File: config.mk
export PLATFORM = sky130hd
export DESIGN_NAME = dsp_simd_mul_queue_scb
export DESIGN_NICKNAME = d
export VERILOG_FILES = /design/src/rtl/dsp_simd_mul_queue_scb.sv
export SDC_FILE = /design/constraint.sdc
export NUM_CORES = 1
export LEC_CHECK = 0
export BUFFER_PORTS_ARGS = -buffer_cell sky130_fd_sc_hd__buf_2
export CORE_MARGIN = 2
export CORE_UTILIZATION = 30
export DETAILED_ROUTE_END_ITERATION = 16
export HOLD_SLACK_MARGIN = 0.08
export SYNTH_ARGS = -nofsm -noshare
export SYNTH_HDL_FRONTEND = slang
export SYNTH_SLANG_ARGS = --single-unit
File: constraint.sdc
create_clock -name clk -period 6.25 [get_ports clk]
set_input_delay 0 -clock clk [delete_from_list [all_inputs] [get_ports clk]]
set_output_delay 0 -clock clk [all_outputs]
set_load 0.02 [all_outputs]
File: src/rtl/dsp_simd_mul_queue_scb.sv
// Queued scoreboard for the SIMD unsigned-data x signed-coefficient multiplier family.
// The reference model pushes expected per-lane products, DUV results pop and are compared
// lane by lane, so any DUV latency of one or more cycles is absorbed by the queue.
// Optional first-error capture is enabled by defining SCB_FIRST_ERR_CAPTURE_EN.
module dsp_simd_mul_queue_scb #(
  parameter int unsigned LANES   = 2,
  parameter int unsigned A_W     = 8,
  parameter int unsigned C_W     = 9,
  parameter int unsigned P_W     = 18,
  parameter int unsigned DEPTH   = 16,
  parameter int unsigned TIMEOUT = 64
) (
  input  logic                     clk,
  input  logic                     areset,
  input  logic                     scoreboard_en,
  input  logic                     scoreboard_reset,
  input  logic                     ref_valid,
  input  logic [LANES*A_W-1:0]     ref_data,
  input  logic [C_W-1:0]           ref_coeff,
  input  logic [LANES*P_W-1:0]     ref_prod,
  input  logic                     duv_valid,
  input  logic [LANES*P_W-1:0]     duv_prod,
  output logic [31:0]              test_count,
  output logic [31:0]              error_count,
  output logic [LANES*32-1:0]      lane_error_count,
  output logic [$clog2(DEPTH):0]   pending,
  output logic                     overflow,
  output logic                     underflow,
  output logic                     timeout
`ifdef SCB_FIRST_ERR_CAPTURE_EN
  ,
  output logic                     first_err_valid,
  output logic [LANES-1:0]         first_err_lane_mask,
  output logic [31:0]              first_err_index,
  output logic [A_W-1:0]           first_err_data,
  output logic [C_W-1:0]           first_err_coeff,
  output logic [P_W-1:0]           first_err_exp,
  output logic [P_W-1:0]           first_err_got
`endif
);

  localparam int unsigned AW = $clog2(DEPTH);
  localparam int unsigned CW = AW + 1;
  localparam int unsigned IW = $clog2(TIMEOUT + 1);
  localparam logic [CW-1:0] FullCnt = CW'(DEPTH);
  localparam logic [IW-1:0] TimeoutCnt = IW'(TIMEOUT);

  typedef enum logic [1:0] {StIdle, StBusy, StHung} wd_state_e;

  logic [LANES*P_W-1:0] mem_prod [DEPTH];
  logic [AW-1:0]        wr_ptr_q, rd_ptr_q;
  logic [CW-1:0]        cnt_q, cnt_d;
  logic [31:0]          test_cnt_q, err_cnt_q;
  logic [31:0]          lane_err_q [LANES];
  logic                 overflow_q, underflow_q, timeout_q;
  wd_state_e            state_q;
  logic [IW-1:0]        idle_q, idle_inc;

  logic                 active, empty, full, push, pop, drop, under, any_mis;
  logic [LANES*P_W-1:0] rd_prod;
  logic [LANES-1:0]     lane_mis;

  // Handshake decode; scoreboard_reset masks both valids for the cycle.
  always_comb begin
    active   = scoreboard_en && !scoreboard_reset;
    empty    = (cnt_q == '0);
    full     = (cnt_q == FullCnt);
    pop      = active && duv_valid && !empty;
    push     = active && ref_valid && (!full || pop);
    drop     = active && ref_valid && full && !pop;
    under    = active && duv_valid && empty;
    rd_prod  = mem_prod[rd_ptr_q];
    idle_inc = idle_q + IW'(1);
    cnt_d    = cnt_q;
    if (push && !pop) cnt_d = cnt_q + CW'(1);
    else if (pop && !push) cnt_d = cnt_q - CW'(1);
  end

  // Per-lane 4-state compare so X/Z from the DUV counts as a mismatch.
  always_comb begin
    lane_mis = '0;
    for (int i = 0; i < LANES; i++) begin
      lane_mis[i] = (duv_prod[i*P_W +: P_W] !== rd_prod[i*P_W +: P_W]);
    end
    any_mis = pop && (|lane_mis);
  end

  // Expected-product storage; pointers alone define validity so no reset is needed.
  always_ff @(posedge clk) begin
    if (push) mem_prod[wr_ptr_q] <= ref_prod;
  end

  // Queue pointers, statistics and sticky overflow/underflow flags.
  always_ff @(posedge clk or posedge areset) begin
    if (areset) begin
      wr_ptr_q    <= '0;
      rd_ptr_q    <= '0;
      cnt_q       <= '0;
      test_cnt_q  <= '0;
      err_cnt_q   <= '0;
      overflow_q  <= 1'b0;
      underflow_q <= 1'b0;
      for (int i = 0; i < LANES; i++) lane_err_q[i] <= '0;
    end else if (scoreboard_reset) begin
      wr_ptr_q    <= '0;
      rd_ptr_q    <= '0;
      cnt_q       <= '0;
      test_cnt_q  <= '0;
      err_cnt_q   <= '0;
      overflow_q  <= 1'b0;
      underflow_q <= 1'b0;
      for (int i = 0; i < LANES; i++) lane_err_q[i] <= '0;
    end else if (scoreboard_en) begin
      cnt_q <= cnt_d;
      if (push) wr_ptr_q <= wr_ptr_q + AW'(1);
      if (pop) begin
        rd_ptr_q   <= rd_ptr_q + AW'(1);
        test_cnt_q <= test_cnt_q + 32'd1;
      end
      if (any_mis || under) err_cnt_q <= err_cnt_q + 32'd1;
      if (drop) overflow_q <= 1'b1;
      if (under) underflow_q <= 1'b1;
      for (int i = 0; i < LANES; i++) begin
        if (pop && lane_mis[i]) lane_err_q[i] <= lane_err_q[i] + 32'd1;
      end
    end
  end

  // Hang watchdog: counts enabled cycles without a pop while entries are outstanding.
  always_ff @(posedge clk or posedge areset) begin
    if (areset) begin
      state_q   <= StIdle;
      idle_q    <= '0;
      timeout_q <= 1'b0;
    end else if (scoreboard_reset) begin
      state_q   <= StIdle;
      idle_q    <= '0;
      timeout_q <= 1'b0;
    end else if (scoreboard_en) begin
      unique case (state_q)
        StIdle: begin
          if (push) begin
            state_q <= StBusy;
            idle_q  <= '0;
          end
        end
        StBusy: begin
          if (cnt_d == '0) begin
            state_q <= StIdle;
            idle_q  <= '0;
          end else if (pop) begin
            idle_q <= '0;
          end else begin
            idle_q <= idle_inc;
            if (idle_inc == TimeoutCnt) begin
              timeout_q <= 1'b1;
              state_q   <= StHung;
            end
          end
        end
        StHung: begin
          // Timeout stays sticky even after draining back to idle.
          if (cnt_d == '0) state_q <= StIdle;
        end
        default: state_q <= StIdle;
      endcase
    end
  end

  assign test_count  = test_cnt_q;
  assign error_count = err_cnt_q;
  assign pending     = cnt_q;
  assign overflow    = overflow_q;
  assign underflow   = underflow_q;
  assign timeout     = timeout_q;

  for (genvar g = 0; g < LANES; g++) begin : g_lane_out
    assign lane_error_count[g*32 +: 32] = lane_err_q[g];
  end

`ifdef SCB_FIRST_ERR_CAPTURE_EN
  localparam int unsigned LW = (LANES > 1) ? $clog2(LANES) : 1;

  logic [LANES*A_W-1:0] mem_data [DEPTH];
  logic [C_W-1:0]       mem_coeff [DEPTH];
  logic [LANES*A_W-1:0] rd_data;
  logic [LW-1:0]        low_lane;
  logic [A_W-1:0]       sel_data;
  logic [P_W-1:0]       sel_exp, sel_got;

  logic                 fe_valid_q;
  logic [LANES-1:0]     fe_mask_q;
  logic [31:0]          fe_index_q;
  logic [A_W-1:0]       fe_data_q;
  logic [C_W-1:0]       fe_coeff_q;
  logic [P_W-1:0]       fe_exp_q, fe_got_q;

  // Operand storage kept alongside the products for error reporting.
  always_ff @(posedge clk) begin
    if (push) begin
      mem_data[wr_ptr_q]  <= ref_data;
      mem_coeff[wr_ptr_q] <= ref_coeff;
    end
  end

  // Select the lowest mismatching lane for the capture fields.
  always_comb begin
    rd_data  = mem_data[rd_ptr_q];
    low_lane = '0;
    for (int i = LANES - 1; i >= 0; i--) begin
      if (lane_mis[i]) low_lane = LW'(i);
    end
    sel_data = rd_data[low_lane*A_W +: A_W];
    sel_exp  = rd_prod[low_lane*P_W +: P_W];
    sel_got  = duv_prod[low_lane*P_W +: P_W];
  end

  // Latch the first mismatching pop and freeze until cleared.
  always_ff @(posedge clk or posedge areset) begin
    if (areset) begin
      fe_valid_q <= 1'b0;
      fe_mask_q  <= '0;
      fe_index_q <= '0;
      fe_data_q  <= '0;
      fe_coeff_q <= '0;
      fe_exp_q   <= '0;
      fe_got_q   <= '0;
    end else if (scoreboard_reset) begin
      fe_valid_q <= 1'b0;
      fe_mask_q  <= '0;
      fe_index_q <= '0;
      fe_data_q  <= '0;
      fe_coeff_q <= '0;
      fe_exp_q   <= '0;
      fe_got_q   <= '0;
    end else if (scoreboard_en && any_mis && !fe_valid_q) begin
      fe_valid_q <= 1'b1;
      fe_mask_q  <= lane_mis;
      fe_index_q <= test_cnt_q;
      fe_data_q  <= sel_data;
      fe_coeff_q <= mem_coeff[rd_ptr_q];
      fe_exp_q   <= sel_exp;
      fe_got_q   <= sel_got;
    end
  end

  assign first_err_valid     = fe_valid_q;
  assign first_err_lane_mask = fe_mask_q;
  assign first_err_index     = fe_index_q;
  assign first_err_data      = fe_data_q;
  assign first_err_coeff     = fe_coeff_q;
  assign first_err_exp       = fe_exp_q;
  assign first_err_got       = fe_got_q;
`else
  // Operands are only needed for first-error capture.
  logic unused_ref_operands;
  assign unused_ref_operands = ^{ref_data, ref_coeff};
`endif

endmodule
* Yosys cells after proc, flatten, opt, wreduce, memory -nomap -nowiden *
Memories as Yosys holds them, arrays and structs flattened.
Index checks and enable logic that the tools add are counted.

storage, ports and cells
  bits in registers = 153
  RAM bits = 576
  input port bits = 103
  output and inout port bits = 136
  memories kept = 1

cells by class
  add/subtract/negate cells = 9
  equality and inequality tests = 12
  mux-type cells = 48
  reductions and logical operators = 45

memory list
  name      words  width  rd ports  clocked after Yosys merged registers in  wr ports  RTL line  RTL
  mem_prod  16     36     1         0                                        1         50        logic [LANES*P_W-1:0] mem_prod [DEPTH];

operators with widths
  operator                                       count
  two-way mux 32 bit                             8
  adder 32 x 1 -> 32 bit, second input constant  4
  two-way mux 64 bit                             2
  case inequality test 18 bit                    2
  two-way mux 7 bit                              5
  two-way mux 4 bit                              6
  two-way mux 5 bit                              4
  nonzero test 2 bit                             10
  two-way mux 1 bit                              14
  two-way mux 2 bit                              7
  one-hot mux 7 bit (2 select lines)             1
  AND reduction 2 bit                            7
  logical AND 1 bit                              13
  zero test 5 bit                                2
  AND reduction 5 bit                            2
  adder 4 x 1 -> 4 bit, second input constant    2
  != test 4 bit, second input constant           2
  adder 7 x 1 -> 7 bit, second input constant    1
  == test 7 bit, second input constant           1
  != test 3 bit, second input constant           2
  one-hot mux 2 bit (3 select lines)             1
  adder 5 x 1 -> 5 bit, second input constant    1
  == test 5 bit, second input constant           1
  zero test 1 bit                                5
  other kinds (9)                                11

* Longest topological paths before layout *
  depth in word-level cells = 15
  gate-level depth with buffers = 17
  depth with buffers taken out = 11

* Worst setup path before layout *
No wires, ideal clock.

  kind = reg-to-reg
  start point = reg cnt_q[0], in the netlist pending[0]
  end point = mem mem_prod[3][0] (netlist name), enable pin
  library setup time = 0.474 ns
  arrival = 3.902 ns
  slack = 1.874 ns
  cell stages (with the launch flop) = 6
  path buffers = 0
  clock period less this slack = 4.376 ns
  cells stage by stage = dfrtp_1 -> inv_1 -> ha_1 -> a41oi_2 -> nand2_1 -> nor3_1

on the way
  cells in the longest elaborated chain, start to end = 7
  elaborated cells between the ends (all ways) = 9
  those cells by class = eq/ne (1); mux (2); reduce/logical (6)

RTL lines
  element                                      RTL line  RTL
  start, declared                              52        logic [CW-1:0] cnt_q, cnt_d;
  start signal, assigned                       114       cnt_q <= cnt_d;
  zero test 5 bit                              66        empty = (cnt_q == '0);
  zero test 1 bit                              68        pop = active && duv_valid && !empty;
  logical AND 1 bit                            68
  logical OR 1 bit (*)                         69        push = active && ref_valid && (!full || pop);
  logical AND 1 bit (*)                        69
  two-way mux 1 bit (*)                        90        if (push) mem_prod[wr_ptr_q] <= ref_prod;
  two-way mux 1 bit (not written as such) (*)  90
  end, declared                                50

Mark *: on every way between the ends. The rest lies on a longest branch, timed or not.

* Final worst setup path *
  start point = reg rd_ptr_q[1]
  end point = reg err_cnt_q[14], in the netlist error_count[14]

on the way
  cells in the longest elaborated chain, start to end = 7
  elaborated cells between the ends (all ways) = 8
  those cells by class = eq/ne (2); reduce/logical (5); memory (1)

RTL lines
  element                            RTL line  RTL
  start, declared                    51        logic [AW-1:0] wr_ptr_q, rd_ptr_q;
  start signal, assigned             117       rd_ptr_q <= rd_ptr_q + AW'(1);
  memory (16 x 36 bit) (*)           -
  case inequality test 18 bit        83        lane_mis[i] = (duv_prod[i*P_W +: P_W] !== rd_prod[i*P_W +: P_W]);
  OR reduction 2 bit (*)             85        any_mis = pop && (|lane_mis);
  logical AND 1 bit (*)              85
  logical OR 1 bit (*)               120       if (any_mis || under) err_cnt_q <= err_cnt_q + 32'd1;
  nonzero test 2 bit (no line) (*)   -
  AND reduction 2 bit (no line) (*)  -
  end signal, assigned               120
  end, declared                      53        logic [31:0] test_cnt_q, err_cnt_q;

Marked as above.
A chain may end at the register's enable or synchronous reset.

==> impl_metrics.csv <==
group,metric,value,unit
outcome,status,"finished clean",
cts,clk_latency,0.65,ns
power_and_ir_drop,cellPowerDensity,279.0,nW/um^2
power_and_ir_drop,ir_drop,0.0002342,V
synthesis,synthXorXnorAreaFrac,2.860,%
die,die_height,326.7,um
cts,cts-htree-levels,3,
synthesis,async_flop_share,20.99,%
drt,wire_per_inst,22.02,um
sta,fmax,0.1999,GHz
setup_path,crit_start,"rd_ptr_q[1]$_DFFE_PP0P_",
sta,drv_slew,0,
sta,setup_viol,0,
global_routing,grt_max_degree,82,
die,fp.dieW,326.7,um
sta,rsz0062_at_grt,"no",
drt,drtIter0Drc,1738,
global_routing,grt_pass1_wl,122.1,mm
synthesis,synthFlopType,"edfxtp_1",
sta,relSlewSlack,24.38,%
cts,cts_buffers,79,
setup_path,path_class,"reg -> reg",
place,hpwl,49.15,mm
layout,area_delta_synth_final,18.09,%
synthesis,synthSimpleGateAreaFrac,8.312,%
power_and_ir_drop,p_leak,12.62,nW
cts,clkTransAtPathRegs,0.06,ns
setup_path,rr_worst_depth,10,
layout,diodes,0,
place,dp.cells,3517,
setup_path,worstSetupEndpoint,"error_count[14]$_DFFE_PP0P_",
global_routing,grt-ovfl-total,0,
synthesis,synth-adder-area-share,0.4807,%
drt,num_vias,18900,
layout,nFillCells,9802,
global_routing,grt_pass1_vias,19060,
setup_path,r2r_end,"error_count[14]$_DFFE_PP0P_",
cts,clock_path_buffers,3,
synthesis,synth_mux_area_share,12.23,%
place,io_buffers,213,
synthesis,synthTopCellsByArea,"edfxtp_1 55%, dfrtp_1 12%, mux4_2 8.4%",
setup_path,critPathArrivalTime,5.46,ns
synthesis,synth_cell_types,84,
cts,cts_num_sinks,729,
setup_path,ff2ff_setup_slack,1.25,ns
place,globalplace.congestion,0.7965,
setup_path,critPathMaxFanout,50,
global_routing,gr-usage-all-layers,15.05,%
layout,drive_gt1_share,24.41,%
synthesis,synthCells,1970,
synthesis,synth_seq_area_share,67.63,%
global_routing,grt_use_met1,20.58,%
sta,setup_ws,1.247,ns
setup_path,start_kind,"flip-flop",
global_routing,use_met2,24.57,%
setup_path,cp-end-kind,"flip-flop",
drt,drtAntennaViolNets,0,
global_routing,antenna_found_initial,5,
die,die-area,106700,sq um
synthesis,syn-cell-area,31240,sq um
worst_hold_path,holdCritPathClass,"in -> reg",
cts,cts-root-buf,"clkbuf_16",
global_routing,busiest_layer,"met2",
synthesis,synth_common_cells,"576 x edfxtp_1, 153 x dfrtp_1, 117 x mux4_2, 117 x nor2_1, 109 x nand2_1",
die,start_util,30.22,%
drt,wirelength,81.55,mm
synthesis,synth_top_family_by_area,"multiplexers",
synthesis,ys_ff_latch,729,
setup_path,worst_r2r_startpoint,"rd_ptr_q[1]$_DFFE_PP0P_",
setup_path,worstPathRequired,6.71,ns
drt,drt_first_pass_iters,5,
synthesis,synth_top_area_cell,"edfxtp_1",
layout,final_cells,3703,
die,io_pins,239,
sta,finalClockSkew,0.02959,ns
drt,routed_via_density,5.104,
synthesis,ys_warn_count,0,
synthesis,synth_edf_count,576,
layout,num-nets-final,2379,
job,maxCapViolCount,0,
place,place_ws,1.203,ns
sta,hold_viol_final,0,
cts,cts_tree,"done",
sta,timing.final.crit_share,80.05,%
synthesis,synth.avg_cell_area,15.86,sq um
sta,period_minus_slack,5.003,ns
die,core_area,103300,sq um
synthesis,synth_compound_area_share,5.992,%
die,rows,118,
sta,tightest_slew,1.132,ns
synthesis,syn_nets,2085,
synthesis,synth.most_common_cell,"edfxtp_1",
sta,tns,0,ns
drt,drcViolationCount,0,
synthesis,yosysTopAreaCellShare,55.37,%
global_routing,met3_usage,2.684,%
cts,cts_setup_buffers,0,
-- logic make-up after synthesis --
family / Yosys count
AO/OA/AOI/OAI: 247
buffers and inverters: 132
multiplexers: 231
adder cells (fa/ha/maj): 12
AND/OR/NAND/NOR: 517
XOR/XNOR: 102
flip-flops: 729
-- how the worst min path moves through the flow --
stage	start	end	slack, ns	depth (start not counted)
detailed placement	areset	test_count[16]$_DFFE_PP0P_	0.19	2
floorplan	ref_prod[0]	mem_prod[0][0]$_DFFE_PP_	0.1	0
global route	ref_prod[10]	mem_prod[0][10]$_DFFE_PP_	0.27	2
global placement	areset	test_count[15]$_DFFE_PP0P_	0.17	2
finish	ref_prod[7]	mem_prod[10][7]$_DFFE_PP_	0.28	2
CTS	ref_prod[4]	mem_prod[3][4]$_DFFE_PP_	0.23	2
-- metal layers --
metal,vias to the layer above,share of wire (%)
met5,-,0.022
met4,4,2.5
met3,123,5.9
met2,647,48
li1,8305,-
met1,9821,43
-- worst max-delay path, cell delays in order, from the launching register on --
cell and delay (ns):
dfrtp_4 1.06, buf_4 0.36, mux4_2 0.51, or2_0 0.21, o2bb2ai_1 0.17, xnor2_1 0.16
nand4_1 0.09, or4_1 0.92, o21a_4 0.40, nor2_4 0.68, o211ai_1 0.22
-- final cells by class --
class | instances | area (sq um) | share of cell area (%)
inverter | 33 | 128.9 | 0.3494
multi-input combinational | 1109 | 9443 | 25.60
timing repair buffer | 312 | 1977 | 5.360
clock buffer | 97 | 2054 | 5.570
sequential | 729 | 21140 | 57.30
clock inverter | 43 | 419.2 | 1.136
tap | 1380 | 1727 | 4.681
-- repair_timing --
item                                   4_1_cts  5_1_grt
hold buffers                                46        0
gates resized for setup                      0        0
endpoints found under the hold margin      674        0
setup endpoints to repair                    0        0
-- cells in the final DEF (no fill, tap or decap), types with 10 or more instances in the layout --
| cell type | n |
|---|---|
| buf_2 | 212 |
| mux2_2 | 11 |
| clkinv_1 | 19 |
| a221oi_1 | 11 |
| o221ai_2 | 10 |
| nor2_1 | 105 |
| clkinv_2 | 13 |
| xnor2_1 | 44 |
| o21ai_0 | 46 |
| dlygate4sd3_1 | 46 |
| nand3_1 | 96 |
| or3_1 | 40 |
| nor3_1 | 27 |
| o211ai_1 | 23 |
| mux4_2 | 117 |
| xor2_1 | 58 |
| nand4_1 | 25 |
| a21oi_1 | 42 |
| o31ai_1 | 21 |
| buf_4 | 50 |
| nor2b_1 | 13 |
| or4_1 | 11 |
| clkbuf_16 | 79 |
| nand2_1 | 109 |
| mux2i_1 | 99 |
| dfrtp_1 | 150 |
| and3_1 | 23 |
| nor2_4 | 13 |
| clkbuf_1 | 17 |
| inv_1 | 29 |
| ha_1 | 12 |
| edfxtp_1 | 576 |
-- flip-flops by register name, summed over array words and instances, names as in the netlist, 4 cells and up --
signal and count:
error_count 32, idle_q 7, lane_error_count 64, mem_prod 576, pending 5, rd_ptr_q 4
test_count 32, wr_ptr_q 4
-- where the power goes --
group	internal, mW	switching (mW)
combinational	0.170	0.295
clock	2.56	1.94
sequential	5.28	0.0470
-- metrics by stage --
step                      hold slack (ns)  area (sq um)  util [%]  total power, mW
final                              0.2770         36890     35.69            10.29
after global routing               0.2707         36890     35.69            10.64
after CTS                          0.2332         36890     35.69            10.42
after detailed placement           0.1937         33950     32.85            5.866
after global placement             0.1743         33950     32.85            5.848
after floorplan                   0.09887         31240         -            5.675
No activity file was read; power rests on OpenSTA's default activity.
